### src/rtl/dice_roller_pkg.sv
// Shared definitions for the dice roller: face encoding, FSM states and
// the face-counter step function.
package dice_roller_pkg;

    localparam logic [3:0] FACE_NONE = 4'd0;
    localparam logic [2:0] FACE_MIN  = 3'd1;
    localparam logic [2:0] FACE_MAX  = 3'd6;

    typedef enum logic [2:0] {
        IDLE    = 3'd0,
        COLLECT = 3'd1,
        PRESENT = 3'd2,
        WAIT_HI = 3'd3,
        WAIT_LO = 3'd4
    } state_e;

    // Next face in the 1..6 cycle; 0 and 7 are never produced.
    function automatic logic [2:0] face_next(input logic [2:0] face);
        logic [2:0] nxt;
        if (face >= FACE_MAX) begin
            nxt = FACE_MIN;
        end else begin
            nxt = face + 3'd1;
        end
        return nxt;
    endfunction

endpackage

### src/rtl/dice_channel.sv
// One player's channel: key synchronizer, debouncer, free-running face
// counter, animation divider and the lock register for the current round.
module dice_channel
    import dice_roller_pkg::*;
#(
    parameter int DEB_CYCLES  = 500000,
    parameter int ANIM_CYCLES = 5000000
) (
    input  logic       clk,
    input  logic       rst,
    input  logic       key_i,
    input  logic       arm_i,
    input  logic       clr_lock_i,
    output logic       start_o,
    output logic       press_o,
    output logic       rolling_o,
    output logic       locked_o,
    output logic [3:0] dice_o
);

    localparam int DEB_W  = $clog2(DEB_CYCLES + 1);
    localparam int ANIM_W = $clog2(ANIM_CYCLES + 1);

    logic [1:0]        sync_q;
    logic              deb_q, deb_d;
    logic [DEB_W-1:0]  deb_cnt_q, deb_cnt_d;
    logic [2:0]        face_q, face_d;
    logic [ANIM_W-1:0] anim_q, anim_d;
    logic [3:0]        dice_q, dice_d;
    logic              rolling_q, rolling_d;
    logic              locked_q, locked_d;
    logic              armed_s, press_s, release_s;

    // Debounce, roll start (rising edge only, so a held key cannot re-roll),
    // animation refresh and lock capture on the debounced release.
    always_comb begin
        deb_d     = deb_q;
        deb_cnt_d = deb_cnt_q;
        face_d    = face_q;
        anim_d    = anim_q;
        dice_d    = dice_q;
        rolling_d = rolling_q;
        locked_d  = locked_q;
        armed_s   = arm_i & ~locked_q;

        if (sync_q[1] != deb_q) begin
            if (deb_cnt_q == DEB_W'(DEB_CYCLES - 1)) begin
                deb_d     = ~deb_q;
                deb_cnt_d = '0;
            end else begin
                deb_cnt_d = deb_cnt_q + DEB_W'(1);
            end
        end else begin
            deb_cnt_d = '0;
        end

        press_s   = armed_s & ~deb_q & deb_d;
        release_s = rolling_q & deb_q & ~deb_d;

        if (press_s) begin
            rolling_d = 1'b1;
            face_d    = FACE_MIN;
            anim_d    = '0;
        end else if (release_s) begin
            dice_d    = {1'b0, face_q};
            locked_d  = 1'b1;
            rolling_d = 1'b0;
        end else if (rolling_q) begin
            face_d = face_next(face_q);
            if (anim_q == ANIM_W'(ANIM_CYCLES - 1)) begin
                dice_d = {1'b0, face_q};
                anim_d = '0;
            end else begin
                anim_d = anim_q + ANIM_W'(1);
            end
        end else begin
            face_d = face_q;
        end

        if (clr_lock_i) begin
            locked_d = 1'b0;
        end else begin
            locked_d = locked_d;
        end
    end

    // Channel state registers.
    always_ff @(posedge clk or posedge rst) begin
        if (rst) begin
            sync_q    <= 2'b00;
            deb_q     <= 1'b0;
            deb_cnt_q <= '0;
            face_q    <= FACE_MIN;
            anim_q    <= '0;
            dice_q    <= FACE_NONE;
            rolling_q <= 1'b0;
            locked_q  <= 1'b0;
        end else begin
            sync_q    <= {sync_q[0], key_i};
            deb_q     <= deb_d;
            deb_cnt_q <= deb_cnt_d;
            face_q    <= face_d;
            anim_q    <= anim_d;
            dice_q    <= dice_d;
            rolling_q <= rolling_d;
            locked_q  <= locked_d;
        end
    end

    assign start_o   = deb_q & armed_s;
    assign press_o   = press_s;
    assign rolling_o = rolling_q;
    assign locked_o  = locked_q;
    assign dice_o    = dice_q;

endmodule

### src/rtl/dice_roller.sv
// Dice roller top: two player channels plus the round FSM that presents
// the locked pair to the scoring block and waits for it before re-arming.
module dice_roller
    import dice_roller_pkg::*;
#(
    parameter int DEB_CYCLES  = 500000,
    parameter int ANIM_CYCLES = 5000000,
    parameter int BUSY_TMO    = 10000000
) (
    input  logic       clk,
    input  logic       rst,
    input  logic       key1,
    input  logic       key2,
    input  logic       score_busy,
    output logic       start1,
    output logic       start2,
    output logic [3:0] dice1,
    output logic [3:0] dice2,
    output logic       rolling1,
    output logic       rolling2,
    output logic       locked1,
    output logic       locked2,
    output logic       roll_valid
);

    localparam int TMO_W = $clog2(BUSY_TMO + 1);

    state_e           state_q, state_d;
    logic [TMO_W-1:0] tmo_q, tmo_d;
    logic             roll_valid_q;
    logic             arm_s, clr_lock_s;
    logic             press1_s, press2_s;

    assign arm_s = (state_q == IDLE) || (state_q == COLLECT);

    dice_channel #(.DEB_CYCLES(DEB_CYCLES), .ANIM_CYCLES(ANIM_CYCLES)) u_ch1 (
        .clk(clk), .rst(rst), .key_i(key1), .arm_i(arm_s), .clr_lock_i(clr_lock_s),
        .start_o(start1), .press_o(press1_s), .rolling_o(rolling1),
        .locked_o(locked1), .dice_o(dice1)
    );

    dice_channel #(.DEB_CYCLES(DEB_CYCLES), .ANIM_CYCLES(ANIM_CYCLES)) u_ch2 (
        .clk(clk), .rst(rst), .key_i(key2), .arm_i(arm_s), .clr_lock_i(clr_lock_s),
        .start_o(start2), .press_o(press2_s), .rolling_o(rolling2),
        .locked_o(locked2), .dice_o(dice2)
    );

    // Round sequencing; tmo counts cycles elapsed since PRESENT.
    always_comb begin
        state_d    = state_q;
        tmo_d      = tmo_q;
        clr_lock_s = 1'b0;
        case (state_q)
            IDLE: begin
                if (press1_s || press2_s) begin
                    state_d = COLLECT;
                end else begin
                    state_d = IDLE;
                end
            end
            COLLECT: begin
                if (locked1 && locked2 && !score_busy) begin
                    state_d = PRESENT;
                end else begin
                    state_d = COLLECT;
                end
            end
            PRESENT: begin
                state_d = WAIT_HI;
                tmo_d   = TMO_W'(1);
            end
            WAIT_HI: begin
                if (score_busy) begin
                    state_d = WAIT_LO;
                end else if (tmo_q == TMO_W'(BUSY_TMO - 1)) begin
                    state_d    = IDLE;
                    clr_lock_s = 1'b1;
                end else begin
                    tmo_d = tmo_q + TMO_W'(1);
                end
            end
            WAIT_LO: begin
                if (!score_busy) begin
                    state_d    = IDLE;
                    clr_lock_s = 1'b1;
                end else begin
                    state_d = WAIT_LO;
                end
            end
            default: begin
                state_d = IDLE;
            end
        endcase
    end

    // FSM, timeout counter and registered valid strobe.
    always_ff @(posedge clk or posedge rst) begin
        if (rst) begin
            state_q      <= IDLE;
            tmo_q        <= '0;
            roll_valid_q <= 1'b0;
        end else begin
            state_q      <= state_d;
            tmo_q        <= tmo_d;
            roll_valid_q <= (state_d == PRESENT);
        end
    end

    assign roll_valid = roll_valid_q;

endmodule

### config.mk
export PLATFORM = sky130hd
export DESIGN_NAME = dice_roller
export DESIGN_NICKNAME = d
export VERILOG_FILES = /design/src/rtl/dice_roller_pkg.sv /design/src/rtl/dice_channel.sv /design/src/rtl/dice_roller.sv
export SDC_FILE = /design/constraint.sdc
export NUM_CORES = 1
export LEC_CHECK = 0
export BUFFER_PORTS_ARGS = -buffer_cell sky130_fd_sc_hd__buf_2
export CORE_ASPECT_RATIO = 1.75
export CORE_UTILIZATION = 45
export DETAILED_ROUTE_END_ITERATION = 16
export GPL_TIMING_DRIVEN = 0
export SKIP_CTS_REPAIR_TIMING = 1
export SYNTH_ARGS = -nofsm -noshare
export SYNTH_HDL_FRONTEND = slang
export SYNTH_SLANG_ARGS = --single-unit
### constraint.sdc
create_clock -name clk -period 5.9 [get_ports clk]
set_input_delay 0.295 -clock clk [delete_from_list [all_inputs] [get_ports clk]]
set_output_delay 0.295 -clock clk [all_outputs]
set_load 0.01 [all_outputs]
# Yosys cells after proc, flatten, opt, wreduce, memory -nomap -nowiden
# Index checks and enable logic that the tools add are counted.
dict set report classes {
  add_sub_neg 7
  n_eq_ne 18
  magnitude_cmp 2
  n_reduce_logical 24
  mux 53
  bitwise_logic 20
}
# cell count
set ops {}
lappend ops {{$mux W23} 8}
lappend ops {{$mux W19} 4}
lappend ops {{$mux W24} 2}
lappend ops {{$pmux W24 S2} 1}
lappend ops {{$add A23 B1 Y23 const B} 2}
lappend ops {{$eq A23 B23 Y1 const B} 2}
lappend ops {{$add A19 B1 Y19 const B} 2}
lappend ops {{$eq A19 B19 Y1 const B} 2}
lappend ops {{$mux W3} 11}
lappend ops {{$add A24 B1 Y24 const B} 1}
lappend ops {{$eq A24 B24 Y1 const B} 1}
lappend ops {{$mux W4} 6}
lappend ops {{$reduce_bool A2 Y1} 11}
lappend ops {{$mux W1} 18}
lappend ops {{$pmux W3 S5} 1}
lappend ops {{$and A1 B1 Y1} 12}
lappend ops {{$ne A2 B2 Y1 const B} 6}
lappend ops {{$eq A3 B2 Y1 const B} 3}
lappend ops {{$reduce_and A3 Y1} 3}
lappend ops {{$not A1 Y1} 8}
lappend ops {{$reduce_and A2 Y1} 4}
lappend ops {{$add A3 B1 Y3 const B} 2}
lappend ops {{$ge A3 B3 Y1 const B} 2}
lappend ops {{$eq A3 B1 Y1 const B} 1}
lappend ops {{8 further kinds} 11}
dict set report word_totals {
  reg_bits 136
  in_bits 5
  wordCells 143
  out_inout_bits 15
}

# Depth between registers and ports, before layout
# Gate-level depths: netlist of run 1.
dict set report depth {
  word_depth 9
  depth_mapped 9
  mapped_depth_nobuf 7
}

# By module
# Synthesis of run 1 repeated with hierarchy kept, for this count alone.
dict set report hier_totals {
  cells_unflattened 736
  area_unflattened_um2 7171.9
}
# mod area_each_um2 cells_each seq_area_each_um2 n_inst
set modules_own_cells {}
lappend modules_own_cells {dice_channel 2830.2 288 1327.5 2}
lappend modules_own_cells {dice_roller 1511.4 160 700.7 1}

# Least setup slack after synthesis of run 1
# No wires, ideal clock.
dict set report synth_path {
  path_type {flip-flop to flip-flop}
  start {register u_ch2.anim_q[0]}
  end {register u_ch2.dice_q[0], in the netlist u_ch2.dice_o[0]}
  path_stages_with_launch 8
  setup_slack_ns 3.602
  path_buffers 1
  arrival_ns 2.170
  required_ns 5.772
  setup_time_ns 0.128
  cell_sequence {dfrtp_1 > ha_1 > and4_1 > nand2_1 > or4_1 > clkbuf_1 > a221o_1 > mux2_1}
}
dict set report synth_via {
  elab_chain_len 3
}
# element line
set synth_rtl {}
lappend synth_rtl {{start: declaration} dice_channel.sv:28} ;# logic [ANIM_W-1:0] anim_q, anim_d;
lappend synth_rtl {{start signal: assignment} dice_channel.sv:103} ;# anim_q <= anim_d;
lappend synth_rtl {{$eq A23 B23 Y1} dice_channel.sv:70} ;# if (anim_q == ANIM_W'(ANIM_CYCLES - 1)) begin
lappend synth_rtl {{$reduce_bool A2 Y1 (no line)} n/a}
lappend synth_rtl {{$reduce_and A3 Y1 (no line)} n/a}
lappend synth_rtl {{end signal: assignment} dice_channel.sv:104} ;# dice_q <= dice_d;
lappend synth_rtl {{end: declaration} dice_channel.sv:29} ;# logic [3:0] dice_q, dice_d;
# Every way passes these cells.
# A chain may end at the register's enable or synchronous reset.

# Worst setup path after layout of run 1
dict set report layout_path {
  start {register tmo_q[7]}
  end {register tmo_q[21]}
}
dict set report layout_via {
  elab_chain_len 4
  elab_cells_between_ends 7
  cone_classes {1 x add/sub; 2 x eq/ne; 3 x mux; 1 x reduce/logical}
}
# element line
set layout_rtl {}
lappend layout_rtl {{start: declaration} dice_roller.sv:29} ;# logic [TMO_W-1:0] tmo_q, tmo_d;
lappend layout_rtl {{start signal: assignment} dice_roller.sv:104} ;# tmo_q <= tmo_d;
lappend layout_rtl {{$add A24 B1 Y24} dice_roller.sv:79} ;# tmo_d = tmo_q + TMO_W'(1);
lappend layout_rtl {{$mux W24} dice_roller.sv:75} ;# end else if (tmo_q == TMO_W'(BUSY_TMO - 1)) begin
lappend layout_rtl {{$mux W24} dice_roller.sv:73} ;# if (score_busy) begin
lappend layout_rtl {{$pmux W24 S2} dice_roller.sv:53} ;# case (state_q)
# Several ways; a longest one is shown, not always the timed one. The select of a mux whose other input is x is not followed.

==> results.txt, run 1 <==
----------------------------------------------------
[Status]
  Result of the run ... finished clean

[Timing]
  Rel. slew slack ... 0.386
  Slew @ Worst Pin ... 0.914 ns
  Max Fclk ... 378 MHz
  Unrepaired setup endpoints after global routing ... false
  WHS ... 0.173 ns
  Count of pins over their slew limit ... 0
  Post-Route Skew ... 0.00907 ns
  Total count of hold-check failures in the final report ... 0
  Fraction of the cycle the final worst path needs ... 0.449
  Count of final setup violators ... 0
  Clock period minus worst slack ... 2.65 ns
  Setup total negative slack ... 0 ns

[Floorplanning]
  Starting density of the core ... 0.465
  Die Height ... 170 microns
  Area of the die ... 16,600 sq um
  I/O Pins ... 20
  Die width ... 97.8 microns
  Area inside the core boundary ... 15,500 sq um
  Num rows ... 60

[CTS]
  Clock Tree Buf Depth ... 2
  Cts bufs inserted ... 17
  Clock tree from TritonCTS ... built
  Clock-pin slew reported for the worst setup and hold paths after clock tree synthesis ... 0.06 ns
  Num Clock Sinks ... 134
  Clock latency on the worst-skew pair ... 0.41 ns
  # H-tree levels ... 4
  Buffer cell driving the clock tree root ... sky130_fd_sc_hd__clkbuf_16

[Power and ir drop]
  Fraction of power spent switching nets ... 0.211
  Share of power burned in the clock network ... 0.538
  Part of the power in registers ... 0.426
  Max VDD drop ... 0.177 mV
  Combinational share of power ... 0.036
  Leak Pwr ... 0.00336 uW
  Power dissipated by switching net loads ... 476 uW
  Power Internal ... 1780 uW
  Cell area power density ... 273 nW/um^2

[Worst setup path]
  Worst Path Class, Setup ... register to register
  Critical path startpoint ... tmo_q[7]$_DFFE_PP0P_
  Reg-to-Reg Start ... tmo_q[7]$_DFFE_PP0P_
  Data required time at the worst endpoint ... 6.20 ns
  Minimum setup slack among reg-to-reg paths ... 3.25 ns
  Arrival time at the worst endpoint ... 2.94 ns
  Kind of launch point of the worst setup path ... register
  Element type at the critical path end ... register
  Worst Reg-to-Reg Cells ... 6
  Worst reg2reg endpoint ... tmo_q[21]$_DFFE_PP0P_
  Top fanout value on the critical path ... 10

[Routing]
  Avg WL per Cell ... 17.0 microns
  Total iterations of the first detailed-routing run ... 5
  Final ANT Viol Nets ... 0
  Avg Vias per Cell ... 6.07
  Violation count after the first detailed-routing iteration ... 391
  Via total after detailed routing ... 6,157
  Detailed-route wire length ... 17.3 mm
  Detailed-route DRC error count ... 0

[Hold path]
  Worst Min Path Start ... score_busy
  Kind of path behind the tightest hold check ... primary input to register
  Min-Delay Path Depth ... 2
  Worst Hold End ... state_q[2]$_DFF_PP0_

[Synth]
  Sequential fraction of the synthesis area ... 0.464
  Synthesis Warnings ... 0
  Number of different library cells in the post-synthesis netlist ... 60
  Yosys reg bits ... 134
  Number of enable flip-flop cells after synthesis ... 0
  Average size of a mapped cell ... 9.32 sq um
  Top_reg_cell synth ... sky130_fd_sc_hd__dfrtp_1
  Ys async rst share ... 1.00
  Count of mapped cells out of synthesis ... 775
  Synthesized area ... 7230 sq um

[Cells and area]
  Leading cell types in the layout, fill and taps excluded ... 132 x sky130_fd_sc_hd__dfrtp_1, 74 x sky130_fd_sc_hd__nor2_1, 59 x sky130_fd_sc_hd__nand3_1
  Layout cells sized above 1 ... 0.0894
  Number of diodes ... 0
  Final cell count without fillers ... 1,014
  Leading cell type in the layout, fill and taps excluded ... sky130_fd_sc_hd__dfrtp_1
  Final Util ... 0.533
  Post-layout net count ... 828
  Synth-to-layout area growth ... 14.7%

[Placed design]
  Count of buffers from port buffering ... 17
  GPL Wtd Cong ... 0.885
  Hpwl dp ... 12.1 mm
  Cell Count Post-Placement ... 980

[Global route]
  Grt ovf ... 0
  First-pass GRT wire length ... 29.4 mm
  All-Layer GR Usage ... 0.220
  Maximum number of pins on one net before global-route repair ... 99
  Initial antenna violation count ... 0
  Vias in the first global route ... 6,269

[Job]
  Max-cap check violation count ... 0

----------------------------------------------------
-- worst max-delay path by stage --
stage                                              end  slack (ns)  cells after the start
after global placement     u_ch1.anim_q[9]$_DFFE_PP0P_        0.48                      2
after floorplan                   roll_valid$_DFF_PP0_        2.03                      1
after global routing      u_ch2.anim_q[17]$_DFFE_PP0P_        3.02                      8
after detailed placement  u_ch2.anim_q[12]$_DFFE_PP0P_        3.25                      8
final                            tmo_q[21]$_DFFE_PP0P_        3.25                      6
after CTS                 u_ch2.anim_q[12]$_DFFE_PP0P_        3.24                      8
-- stage by stage --
step	power [uW]	instance area [sq um]	setup slack (ns)
2_1_floorplan	1030	7230	2.03
3_5_place_dp	1060	7580	3.25
6_report	2260	8290	3.25
5_1_grt	2340	8290	3.02
3_3_place_gp	1050	7550	0.475
4_1_cts	2290	8260	3.24
-- cells by family (layout without fill, tap and decap cells) --
| kind of cell | count (synthesis) | in the layout | share of synthesized area |
|---|---|---|---|
| other | 1 | 2 | 0.000519 |
| and+or+nand+nor | 348 | 348 | 0.263 |
| muxes | 12 | 12 | 0.0177 |
| xor gates and xnor gates | 47 | 47 | 0.0570 |
| adders and majority gates | 7 | 7 | 0.0121 |
| DFF | 134 | 134 | 0.464 |
| AOI/OAI and AO/OA | 148 | 148 | 0.143 |
| buffers and inverters | 78 | 130 | 0.0423 |
-- flip-flops by register name (all words and copies together), names as in the netlist --
name and cells:
roll_valid 1, state_q 3, tmo_q 24, u_ch1.anim_q 23, u_ch1.deb_cnt_q 19, u_ch1.deb_q 1, u_ch1.dice_o 3, u_ch1.face_q 3
u_ch1.locked_o 1, u_ch1.rolling_o 1, u_ch1.sync_q 2, u_ch2.anim_q 23, u_ch2.deb_cnt_q 19, u_ch2.deb_q 1, u_ch2.dice_o 3, u_ch2.face_q 3
u_ch2.locked_o 1, u_ch2.rolling_o 1, u_ch2.sync_q 2
-- synthesized netlist by cell type, types with 8 or more instances --
| cell type | count | share of area |
|---|---|---|
| sky130_fd_sc_hd__a21oi_1 | 16 | 0.011 |
| sky130_fd_sc_hd__a31oi_1 | 40 | 0.035 |
| sky130_fd_sc_hd__and2_1 | 9 | 0.0078 |
| sky130_fd_sc_hd__and3_1 | 17 | 0.015 |
| sky130_fd_sc_hd__and4_1 | 15 | 0.018 |
| sky130_fd_sc_hd__clkbuf_1 | 34 | 0.018 |
| sky130_fd_sc_hd__dfrtp_1 | 132 | 0.46 |
| sky130_fd_sc_hd__inv_1 | 35 | 0.018 |
| sky130_fd_sc_hd__nand2_1 | 53 | 0.028 |
| sky130_fd_sc_hd__nand3_1 | 59 | 0.041 |
| sky130_fd_sc_hd__nand3b_1 | 8 | 0.0083 |
| sky130_fd_sc_hd__nand4_1 | 25 | 0.022 |
| sky130_fd_sc_hd__nor2_1 | 74 | 0.038 |
| sky130_fd_sc_hd__nor3_1 | 23 | 0.016 |
| sky130_fd_sc_hd__nor4_1 | 9 | 0.0078 |
| sky130_fd_sc_hd__o211ai_1 | 11 | 0.011 |
| sky130_fd_sc_hd__o21ai_0 | 19 | 0.013 |
| sky130_fd_sc_hd__o31ai_1 | 12 | 0.012 |
| sky130_fd_sc_hd__or3_1 | 9 | 0.0078 |
| sky130_fd_sc_hd__or4_1 | 13 | 0.014 |
| sky130_fd_sc_hd__xnor2_1 | 26 | 0.032 |
| sky130_fd_sc_hd__xor2_1 | 21 | 0.025 |
-- power by group through the flow --
stage               sequential [uW]  clock [uW]  combinational, uW
detailed placement              978           0               81.6
CTS                             962        1240               82.6
finish                          962        1220               81.7
global route                    966        1280               94.5
floorplan                       972           0               61.4
global placement                978           0               75.3
-- per-layer routing --
layer | global-route usage | vias to the layer above | share of wire
li1 | - | 2950 | -
met1 | 0.249 | 3012 | 0.42
met2 | 0.397 | 153 | 0.52
met3 | 0.0400 | 42 | 0.031
met4 | 0.103 | 0 | 0.031
met5 | 0 | - | 0
-- area by class of cell --
class,count,area [sq um]
inverters,36,140
well taps,186,233
flip-flops and latches,134,3360
fillers,1431,7250
repair buffers,21,143
clock inverters,12,225
clock buffers,19,453
multi-input cells,564,3570
plain buffers,42,170
-- critical path: stages (launching register included) --
cell	delay [ns]
sky130_fd_sc_hd__dfrtp_1	0.43
sky130_fd_sc_hd__nor4bb_1	0.32
sky130_fd_sc_hd__nand3_1	0.32
sky130_fd_sc_hd__nor3_1	0.83
sky130_fd_sc_hd__buf_2	0.36
sky130_fd_sc_hd__nor4_1	0.08
sky130_fd_sc_hd__o21a_1	0.18
Note: power is estimated with default switching activity, not from simulation.
==> run 2: changes to the inputs <==
==> constraint.sdc (replaced) <==
create_clock -name clk -period 2.75 [get_ports clk]
set_input_delay 0.1375 -clock clk [delete_from_list [all_inputs] [get_ports clk]]
set_output_delay 0.1375 -clock clk [all_outputs]
set_load 0.01 [all_outputs]
==> results.txt, run 2 (synthesis results as in run 1) <==
----------------------------------------------------
[Timing]
  Unrepaired setup endpoints after global routing ... true
  Clock period minus worst slack ... 2.70 ns
  Post-Route Skew ... 0.0125 ns
  Fraction of the cycle the final worst path needs ... 0.981
  Rel. slew slack ... 0.487
  Max Fclk ... 371 MHz
  Slew @ Worst Pin ... 0.767 ns
  Count of final setup violators ... 0
  Count of pins over their slew limit ... 0
  Total count of hold-check failures in the final report ... 0

[CTS]
  Clock tree from TritonCTS ... built
  Num Clock Sinks ... 134
  Buffer cell driving the clock tree root ... sky130_fd_sc_hd__clkbuf_16
  Clock Tree Buf Depth ... 2
  # H-tree levels ... 4
  Clock latency on the worst-skew pair ... 0.42 ns
  Cts bufs inserted ... 17
  Clock-pin slew reported for the worst setup and hold paths after clock tree synthesis ... 0.06 ns

[Cells and area]
  Final Util ... 0.532
  Leading cell types in the layout, fill and taps excluded ... 132 x sky130_fd_sc_hd__dfrtp_1, 74 x sky130_fd_sc_hd__nor2_1, 59 x sky130_fd_sc_hd__nand3_1
  Post-layout net count ... 831
  Leading cell type in the layout, fill and taps excluded ... sky130_fd_sc_hd__dfrtp_1
  Synth-to-layout area growth ... 14.4%
  Register with the most flip-flops ... tmo_q
  Layout cells sized above 1 ... 0.0986
  Final cell count without fillers ... 1,018
  Largest registers ... tmo_q (24), u_ch1.anim_q (23), u_ch2.anim_q (23)
  Max FFs per register ... 24
  Number of diodes ... 0

[Floorplanning]
  Die width ... 97.8 microns
  Area inside the core boundary ... 15,500 sq um
  Num rows ... 60
  I/O Pins ... 20
  Area of the die ... 16,600 sq um
  Die Height ... 170 microns
  Starting density of the core ... 0.465

[Worst setup path]
  Worst reg2reg endpoint ... u_ch1.anim_q[5]$_DFFE_PP0P_
  Arrival time at the worst endpoint ... 2.97 ns
  Data required time at the worst endpoint ... 3.02 ns
  Minimum setup slack among reg-to-reg paths ... 0.05 ns
  Kind of launch point of the worst setup path ... register
  Critical path startpoint ... u_ch1.deb_cnt_q[0]$_DFF_PP0_
  Highest-delay cell along the critical path ... sky130_fd_sc_hd__clkbuf_1
  Element type at the critical path end ... register
  Cells traversed along the worst timing path ... ha_1 -> and4_1 -> clkbuf_1 -> nand4_1 -> o21a_1 -> o21a_1 -> inv_1 -> clkbuf_1 -> a31oi_1
  Top fanout value on the critical path ... 10
  Worst Path Class, Setup ... register to register
  Capture point of the critical path ... u_ch1.anim_q[5]$_DFFE_PP0P_
  Worst Reg-to-Reg Cells ... 9
  Reg-to-Reg Start ... u_ch1.deb_cnt_q[0]$_DFF_PP0_
  Delay contributed by the slowest stage of the critical path ... 0.44 ns

[Routing]
  Avg Vias per Cell ... 6.18
  Detailed-route DRC error count ... 4
  Total iterations of the first detailed-routing run ... 11
  Final ANT Viol Nets ... 0
  Detailed-route wire length ... 17.6 mm
  Violation count after the first detailed-routing iteration ... 406
  Avg WL per Cell ... 17.3 microns
  Via total after detailed routing ... 6,292

[Placed design]
  Cell Count Post-Placement ... 982
  GPL Wtd Cong ... 0.866
  Count of buffers from port buffering ... 17
  Hpwl dp ... 12.5 mm

[Hold path]
  Kind of path behind the tightest hold check ... primary input to register

[Global route]
  Vias in the first global route ... 6,202
  Maximum number of pins on one net before global-route repair ... 43
  Grt ovf ... 0
  All-Layer GR Usage ... 0.223
  Initial antenna violation count ... 0
  First-pass GRT wire length ... 29.9 mm

[Job]
  Max-cap check violation count ... 0

[Power and ir drop]
  Cell area power density ... 556 nW/um^2
  Max VDD drop ... 0.307 mV
  Leak Pwr ... 0.00336 uW

[Status]
  Violations in the final reports ... design-rule violations
  Result of the run ... finished, violations left

----------------------------------------------------
run 2: worst min-delay path by stage:
stage / cells after the start / start / end
CTS: 2 / rst / u_ch2.face_q[1]$_DFFE_PP0P_
global placement: 1 / key1 / u_ch1.sync_q[0]$_DFF_PP0_
finish: 2 / score_busy / state_q[2]$_DFF_PP0_
global route: 2 / score_busy / state_q[2]$_DFF_PP0_
detailed placement: 2 / rst / u_ch1.anim_q[17]$_DFFE_PP0P_
floorplan: 0 / key1 / u_ch1.sync_q[0]$_DFF_PP0_
run 2: layout make-up:
class / instances / area, sq um
inverters: 36 / 139
clock buffers: 18 / 429
multi-input cells: 564 / 3580
well taps: 186 / 233
fillers: 1402 / 7270
plain buffers: 42 / 174
repair buffers: 24 / 183
flip-flops and latches: 134 / 3360
clock inverters: 14 / 174
run 2: per-layer routing:
metal	wire length (microns)	vias up	share of wire	track usage
li1	-	2960	-	-
met1	7140	3119	0.40	0.249
met2	9300	173	0.53	0.406
met3	619	40	0.035	0.0313
met4	582	0	0.033	0.122
met5	0	-	0	0
run 2: power breakdown:
group	internal (uW)	switching, uW	total [uW]
Combinational	68.2	112	180
Clock	1440	921	2360
Sequential	2020	45.8	2060
Total	3520	1080	4600
run 2: worst max-delay path, delay by kind of cell, from the launching register on:
| family | cells | cell delay, ns |
|---|---|---|
| flip-flops | 1 | 0.40 |
| AND/OR/NAND/NOR | 2 | 0.43 |
| AO/OA/AOI/OAI | 3 | 0.68 |
| buffers and inverters | 3 | 0.81 |
| adder cells (fa/ha/maj) | 1 | 0.23 |
run 2: per-stage QoR:
stage	power [uW]	cell area [sq um]	TNS (ns)	hold WS, ns	worst slack (ns)
6_report	4600	8270	0	0.0115	0.0527
5_1_grt	4760	8270	-1.52	0.00637	-0.108
4_1_cts	4640	8210	0	-0.200	0.0101
3_5_place_dp	2280	7610	0	0.247	0.0645
3_3_place_gp	2260	7550	0	0.246	0.0850
2_1_floorplan	2220	7230	0	0.169	0.452
